===== src/rtl/svo_fb_stream.sv =====
// Framebuffer scan-out source: linear pixel reads over a request/response memory
// port, buffered in a credit-managed FIFO, emitted as AXI-Stream with SOF on tuser.
module svo_fb_stream #(
  parameter int H_RES      = 800,
  parameter int V_RES      = 600,
  parameter int BPP        = 24,
  parameter int ADDR_W     = 20,
  parameter int FIFO_DEPTH = 16
) (
  input  logic              clk,
  input  logic              reset,
  input  logic              enable,
  input  logic [ADDR_W-1:0] base_addr,
  output logic              mem_req_valid,
  input  logic              mem_req_ready,
  output logic [ADDR_W-1:0] mem_req_addr,
  input  logic              mem_rsp_valid,
  input  logic [BPP-1:0]    mem_rsp_data,
  output logic              out_axis_tvalid,
  input  logic              out_axis_tready,
  output logic [BPP-1:0]    out_axis_tdata,
  output logic              out_axis_tuser,
  output logic              frame_done,
  output logic              underflow
);

  localparam int PIX_W = $clog2(H_RES * V_RES + 1);
  localparam int X_W   = $clog2(H_RES + 1);
  localparam int Y_W   = $clog2(V_RES + 1);
  localparam int PTR_W = $clog2(FIFO_DEPTH);
  localparam int CNT_W = PTR_W + 1;

  localparam logic [PIX_W-1:0] LAST_PIX   = PIX_W'(H_RES * V_RES - 1);
  localparam logic [X_W-1:0]   X_LAST     = X_W'(H_RES - 1);
  localparam logic [Y_W-1:0]   Y_LAST     = Y_W'(V_RES - 1);
  localparam logic [CNT_W-1:0] CREDIT_MAX = CNT_W'(FIFO_DEPTH);

  typedef enum logic [0:0] {
    IDLE  = 1'b0,
    FETCH = 1'b1
  } state_t;

  state_t            state_r;
  state_t            state_s;
  logic [ADDR_W-1:0] cur_addr_r;
  logic [PIX_W-1:0]  fetch_cnt_r;
  logic [CNT_W-1:0]  credit_r;
  logic [BPP-1:0]    fifo_mem_r [FIFO_DEPTH];
  logic [PTR_W-1:0]  wr_ptr_r;
  logic [PTR_W-1:0]  rd_ptr_r;
  logic [CNT_W-1:0]  fifo_cnt_r;
  logic [X_W-1:0]    x_r;
  logic [Y_W-1:0]    y_r;
  logic              frame_done_r;
  logic              underflow_r;
  logic              req_fire_s;
  logic              out_fire_s;
  logic              last_req_s;
  logic              load_base_s;
  logic              at_origin_s;

  // Credit covers FIFO occupancy plus in-flight reads, so a response always has a slot.
  assign mem_req_valid   = (state_r == FETCH) && (credit_r < CREDIT_MAX);
  assign mem_req_addr    = cur_addr_r;
  assign out_axis_tvalid = (fifo_cnt_r != CNT_W'(0));
  assign out_axis_tdata  = out_axis_tvalid ? fifo_mem_r[rd_ptr_r] : {BPP{1'b0}};
  assign at_origin_s     = (x_r == X_W'(0)) && (y_r == Y_W'(0));
  assign out_axis_tuser  = out_axis_tvalid && at_origin_s;
  assign frame_done      = frame_done_r;
  assign underflow       = underflow_r;

  assign req_fire_s = mem_req_valid && mem_req_ready;
  assign out_fire_s = out_axis_tvalid && out_axis_tready;
  assign last_req_s = (fetch_cnt_r == LAST_PIX);

  // Fetch FSM state register.
  always_ff @(posedge clk or posedge reset) begin
    if (reset) begin
      state_r <= IDLE;
    end else begin
      state_r <= state_s;
    end
  end

  // Fetch FSM next state; enable is only looked at on frame boundaries.
  always_comb begin
    state_s     = state_r;
    load_base_s = 1'b0;
    case (state_r)
      IDLE: begin
        if (enable) begin
          state_s     = FETCH;
          load_base_s = 1'b1;
        end else begin
          state_s = IDLE;
        end
      end
      FETCH: begin
        if (req_fire_s && last_req_s) begin
          if (enable) begin
            state_s     = FETCH;
            load_base_s = 1'b1;
          end else begin
            state_s = IDLE;
          end
        end else begin
          state_s = FETCH;
        end
      end
      default: begin
        state_s     = IDLE;
        load_base_s = 1'b0;
      end
    endcase
  end

  // Fetch address and pixel counter; the frame base is relatched at each frame start.
  always_ff @(posedge clk or posedge reset) begin
    if (reset) begin
      cur_addr_r  <= {ADDR_W{1'b0}};
      fetch_cnt_r <= {PIX_W{1'b0}};
    end else if (load_base_s) begin
      cur_addr_r  <= base_addr;
      fetch_cnt_r <= {PIX_W{1'b0}};
    end else if (req_fire_s) begin
      cur_addr_r  <= cur_addr_r + ADDR_W'(1);
      fetch_cnt_r <= fetch_cnt_r + PIX_W'(1);
    end
  end

  // Credit counter: up on request transfer, down on output handshake.
  always_ff @(posedge clk or posedge reset) begin
    if (reset) begin
      credit_r <= {CNT_W{1'b0}};
    end else begin
      case ({req_fire_s, out_fire_s})
        2'b10:   credit_r <= credit_r + CNT_W'(1);
        2'b01:   credit_r <= credit_r - CNT_W'(1);
        default: credit_r <= credit_r;
      endcase
    end
  end

  // Pixel storage; contents need no reset because occupancy gates every read.
  always_ff @(posedge clk) begin
    if (mem_rsp_valid) begin
      fifo_mem_r[wr_ptr_r] <= mem_rsp_data;
    end
  end

  // FIFO pointers and occupancy; depth is a power of two so pointers wrap naturally.
  always_ff @(posedge clk or posedge reset) begin
    if (reset) begin
      wr_ptr_r   <= {PTR_W{1'b0}};
      rd_ptr_r   <= {PTR_W{1'b0}};
      fifo_cnt_r <= {CNT_W{1'b0}};
    end else begin
      if (mem_rsp_valid) begin
        wr_ptr_r <= wr_ptr_r + PTR_W'(1);
      end
      if (out_fire_s) begin
        rd_ptr_r <= rd_ptr_r + PTR_W'(1);
      end
      case ({mem_rsp_valid, out_fire_s})
        2'b10:   fifo_cnt_r <= fifo_cnt_r + CNT_W'(1);
        2'b01:   fifo_cnt_r <= fifo_cnt_r - CNT_W'(1);
        default: fifo_cnt_r <= fifo_cnt_r;
      endcase
    end
  end

  // Output raster position, advanced per accepted pixel.
  always_ff @(posedge clk or posedge reset) begin
    if (reset) begin
      x_r <= {X_W{1'b0}};
      y_r <= {Y_W{1'b0}};
    end else if (out_fire_s) begin
      if (x_r == X_LAST) begin
        x_r <= {X_W{1'b0}};
        y_r <= (y_r == Y_LAST) ? {Y_W{1'b0}} : y_r + Y_W'(1);
      end else begin
        x_r <= x_r + X_W'(1);
      end
    end
  end

  // End-of-frame pulse and sticky underflow; stalling before a frame's first pixel is legal.
  always_ff @(posedge clk or posedge reset) begin
    if (reset) begin
      frame_done_r <= 1'b0;
      underflow_r  <= 1'b0;
    end else begin
      frame_done_r <= out_fire_s && (x_r == X_LAST) && (y_r == Y_LAST);
      if (out_axis_tready && !out_axis_tvalid && !at_origin_s) begin
        underflow_r <= 1'b1;
      end
    end
  end

endmodule


===== config.mk =====
export PLATFORM = sky130hd
export DESIGN_NAME = svo_fb_stream
export DESIGN_NICKNAME = d
export VERILOG_FILES = /design/src/rtl/svo_fb_stream.sv
export SDC_FILE = /design/constraint.sdc
export NUM_CORES = 1
export LEC_CHECK = 0
export ABC_AREA = 1
export BUFFER_PORTS_ARGS = -buffer_cell sky130_fd_sc_hd__buf_2
export CORE_MARGIN = 8
export CORE_UTILIZATION = 65
export DETAILED_ROUTE_END_ITERATION = 16
export PLACE_DENSITY = 0.84
export SLEW_MARGIN = 15
export SYNTH_ARGS = -nofsm -noshare
export SYNTH_HDL_FRONTEND = slang
export SYNTH_SLANG_ARGS = --single-unit

===== constraint.sdc =====
create_clock -name clk -period 5.4 [get_ports clk]
set_clock_uncertainty 0.2 [all_clocks]
set_input_delay 0.54 -clock clk [delete_from_list [all_inputs] [get_ports clk]]
set_output_delay 0.54 -clock clk [all_outputs]
set_load 0.005 [all_outputs]

==> metrics.md <==
| Metric | Value |
|---|---|
| H-tree Lvls | `2` |
| Insertion delay to the later sink of the worst-skew pair | `0.56 ns` |
| Core area | `just over 0.03 mm^2` |
| R2R cell count | `15` |
| YS warnings | `0` |
| Min Tclk post-route | `4.109 ns` |
| FF+latch count, synth | `around 460` |
| Area growth syn-to-layout | `12.09%` |
| Main area contributors after synthesis | `edfxtp_1 58%, dfrtp_1 10%, nand2_1 6.1%, nor2_1 5.3%, nand3_1 3.6%` |
| Critical-path top delay cell | `dfrtp_4` |
| CP required | `between 4 and 5 ns` |
| Crit path max fanout | `85` |
| Main flop type after synthesis | `edfxtp_1` |
| CP Launch Type | `flop` |
| Pre-Repair DR Iteration Count | `6` |
| Post-CTS setup buffers | `0` |
| Post-synth EDFFs | `between 300 and 400` |
| Synthesized Nets | `1891` |
| Cell area after synthesis | `0.02002 mm^2` |
| Max-cap viol count | `0` |
| Vias per cell | `roughly 6.2` |
| Mean area per synthesized cell | `between 10 and 15 um^2` |
| Worst Tran Pin Value | `1.198 ns` |
| Post_cts resized | `0` |
| Largest net degree at the start of global routing | `90` |
| Die ar. | `0.03667 mm^2` |
| IO Port Bufs | `just under 100` |
| Mapped Cells | `roughly 1800` |
| Vert. Die Dim | `191.5 um` |
| Grt total ovfl | `0` |
| Cell Pwr Density | `516.7 mW/mm^2` |
| Post-synthesis sequential area ratio | `about two thirds` |
| Fraction of layout cells with a size suffix above 1 | `between 10% and 20%` |
| RSZ-0062 raised after global routing | `false` |
| Gr usage total | `26.09%` |
| Leakage | `about 8.5 nW` |
| Starting density of the core | `between 60% and 70%` |
| Worst setup margin | `1.291 ns` |
| Post-DP HPWL | `between 20 and 30 mm` |
| Final Hold Vio Count | `0` |
| Worst Hold Depth | `3` |
| Post-synth ARST share | `~17%` |
| Final GP Congestion | `0.9010` |
| Vias in the first global route | `14286` |
| TritonCTS clock tree | `yes` |
| Die W | `191.5 um` |
| Pre-CTS WS | `2.012 ns` |
| CTS Hold Bufs | `7` |
| Routed WL | `between 40 and 50 mm` |
| Nets | `roughly 2000` |
| Synth unique cells | `between 40 and 50` |
| Rows | `64` |
| Clock root buffer | `clkbuf_16` |
| Boundary pin count | `99` |
| Crit path DAT | `3.37 ns` |
| Via count | `14456` |
| CTS Buf Count | `46` |
| Worst vdd ir | `0.4233 mV` |
| Fin crit share | `76.10%` |
| Global-route wire length before repair | `approximately 75 mm` |
| Max Fclk | `243.3 MHz` |
| Max Buffers Root-to-Sink | `3` |
| Worst setup path category | `reg -> out` |
| Clock sink total | `between 400 and 500` |
| Antenna Nets Post-Route | `0` |
| Hold crit path type | `in -> reg` |
| Crit-path max cell delay | `0.68 ns` |
| Status | `complete, no violations` |
| # setup viols final | `0` |
| CP Capture Type | `primary output` |
| DR WL/cell | `20.58 um` |
| Initial DRC Count | `1692` |
| Filler cells | `1916` |
| Post-synth top area share | `57.60%` |
| Count of final max-slew check failures | `0` |
| Worst-path cell chain | `inv_4, buf_12, o21ai_0, o211ai_1, nand3_1, a21oi_1, buf_2` |
| Setup TNS | `0 ns` |
| # DRC | `0` |
| Initial antenna violation count | `0` |
| Rel. slew slack | `between 15 and 20%` |
| Post-synth top area cell | `edfxtp_1` |
| Clk pin slew, worst setup/hold paths | `0.06 ns` |
[cell usage in the layout, fill, tap and decap left out, types with 3 or more instances in the layout]
cell type,n
nand3b_1,4
clkinv_2,11
nor2_1,266
nand3_1,146
xnor2_1,11
buf_2,98
a21oi_1,81
dlygate4sd3_1,7
buf_4,24
inv_1,71
nor3b_1,4
inv_2,3
o211ai_1,49
nor3_1,17
edfxtp_1,384
o31ai_1,24
nand2_2,3
bufinv_16,6
xor2_1,33
nand4_1,20
nand2_1,324
dfrtp_1,78
clkbuf_16,46
nor4_1,5
clkbuf_1,6
ha_1,17
nor2_2,16
o21ai_0,145
clkinv_1,12
[final cells by class]
type / count / area (um^2) / share of cell area (%)
sequential: 464 / 13540 / 60.33
multi-input combinational: 1183 / 5788 / 25.79
clock buffer: 52 / 1174 / 5.230
timing repair buffer: 131 / 780.7 / 3.479
tap: 396 / 495.5 / 2.208
clock inverter: 32 / 357.8 / 1.595
inverter: 79 / 304.0 / 1.355
antenna: 1 / 2.502 / 0.01115
[state kept, by name, indices dropped and copies added, names as in the netlist]
name / cells
state_r: 1
credit_r: 5
rd_ptr_r: 4
fifo_cnt_r: 5
fifo_mem_r: 384
x_r: 10
y_r: 10
mem_req_addr: 20
underflow: 1
wr_ptr_r: 4
fetch_cnt_r: 19
frame_done: 1
[critical path: cells and delay by family (launching register included)]
family                 cells  cell delay [ns]
AO/OA/AOI/OAI              3             0.72
flip-flops                 1             0.68
AND/OR/NAND/NOR            1             0.12
buffers and inverters      3             1.16
[metal layers]
metal,track usage (%),vias to the layer above,share of wire [%]
met5,0,-,0
met2,43.40,846,48
met4,9.414,0,3.1
met3,4.396,141,10
met1,34.42,6928,38
li1,-,6541,-
[path summary, 6_finish.rpt]
| path | start | endpoint | slack, ns |
|---|---|---|---|
| setup / recovery | rd_ptr_r[0] | out_axis_tdata[9] | 1.29 |
| min in group asynchronous | reset | x_r[5] | 0.43 |
| setup reg to reg | fifo_cnt_r[2] | credit_r[4] | 2.13 |
| hold reg to reg | underflow | underflow | 0.27 |
| hold / removal | base_addr[1] | mem_req_addr[1] | 0.01 |
| max in group asynchronous | reset | mem_req_addr[18] | 3.58 |
[synthesized netlist by cell type, types with 2 or more instances]
| cell | count |
|---|---|
| ha_1 | 17 |
| buf_2 | 32 |
| clkbuf_1 | 49 |
| buf_6 | 2 |
| nand2_2 | 3 |
| dfrtp_1 | 80 |
| a21oi_1 | 81 |
| nor3b_1 | 4 |
| o22ai_1 | 2 |
| o21a_1 | 2 |
| xnor2_1 | 11 |
| or2_2 | 2 |
| nand2_1 | 324 |
| nand3b_1 | 4 |
| inv_1 | 73 |
| o31ai_1 | 24 |
| nor2_1 | 282 |
| nand3_1 | 146 |
| o211ai_1 | 49 |
| nor4_1 | 5 |
| nor3_1 | 17 |
| o21ai_1 | 2 |
| o21ai_0 | 145 |
| inv_2 | 4 |
| buf_1 | 9 |
| nand4_1 | 20 |
| buf_4 | 6 |
| xor2_1 | 33 |
| edfxtp_1 | 384 |
[through the flow]
stage	instance area [um^2]	utilization [%]	power, mW	hold slack [ns]	instances
2_1_floorplan	20020	-	7.094	0.2568	1824
4_1_cts	22440	73.74	11.58	0.001176	2337
5_1_grt	22440	73.74	12.19	0.009794	2337
3_5_place_dp	20840	68.47	8.349	0.2669	2246
3_3_place_gp	20840	68.47	8.181	0.2416	2246
6_report	22440	73.75	11.60	0.01042	2338
[report_power, final]
part	switching [mW]	leakage [nW]	total, mW	internal (mW)
Clock	1.36	0.748	3.23	1.87
Sequential	0.293	4.45	4.64	4.34
Combinational	2.54	3.32	3.73	1.19
[logic make-up (layout without fill, tap and decap cells)]
family	Yosys count	count (layout)	synth area share [%]
AOI/OAI and AO/OA	307	307	8.656
xor gates and xnor gates	44	44	1.925
adders and majority gates	17	17	1.062
buffers and inverters	177	294	3.718
DFF	464	464	67.60
muxes	1	1	0.05000
other	0	1	0
and+or+nand+nor	814	814	16.99
Power figures use the tool's default switching activity.
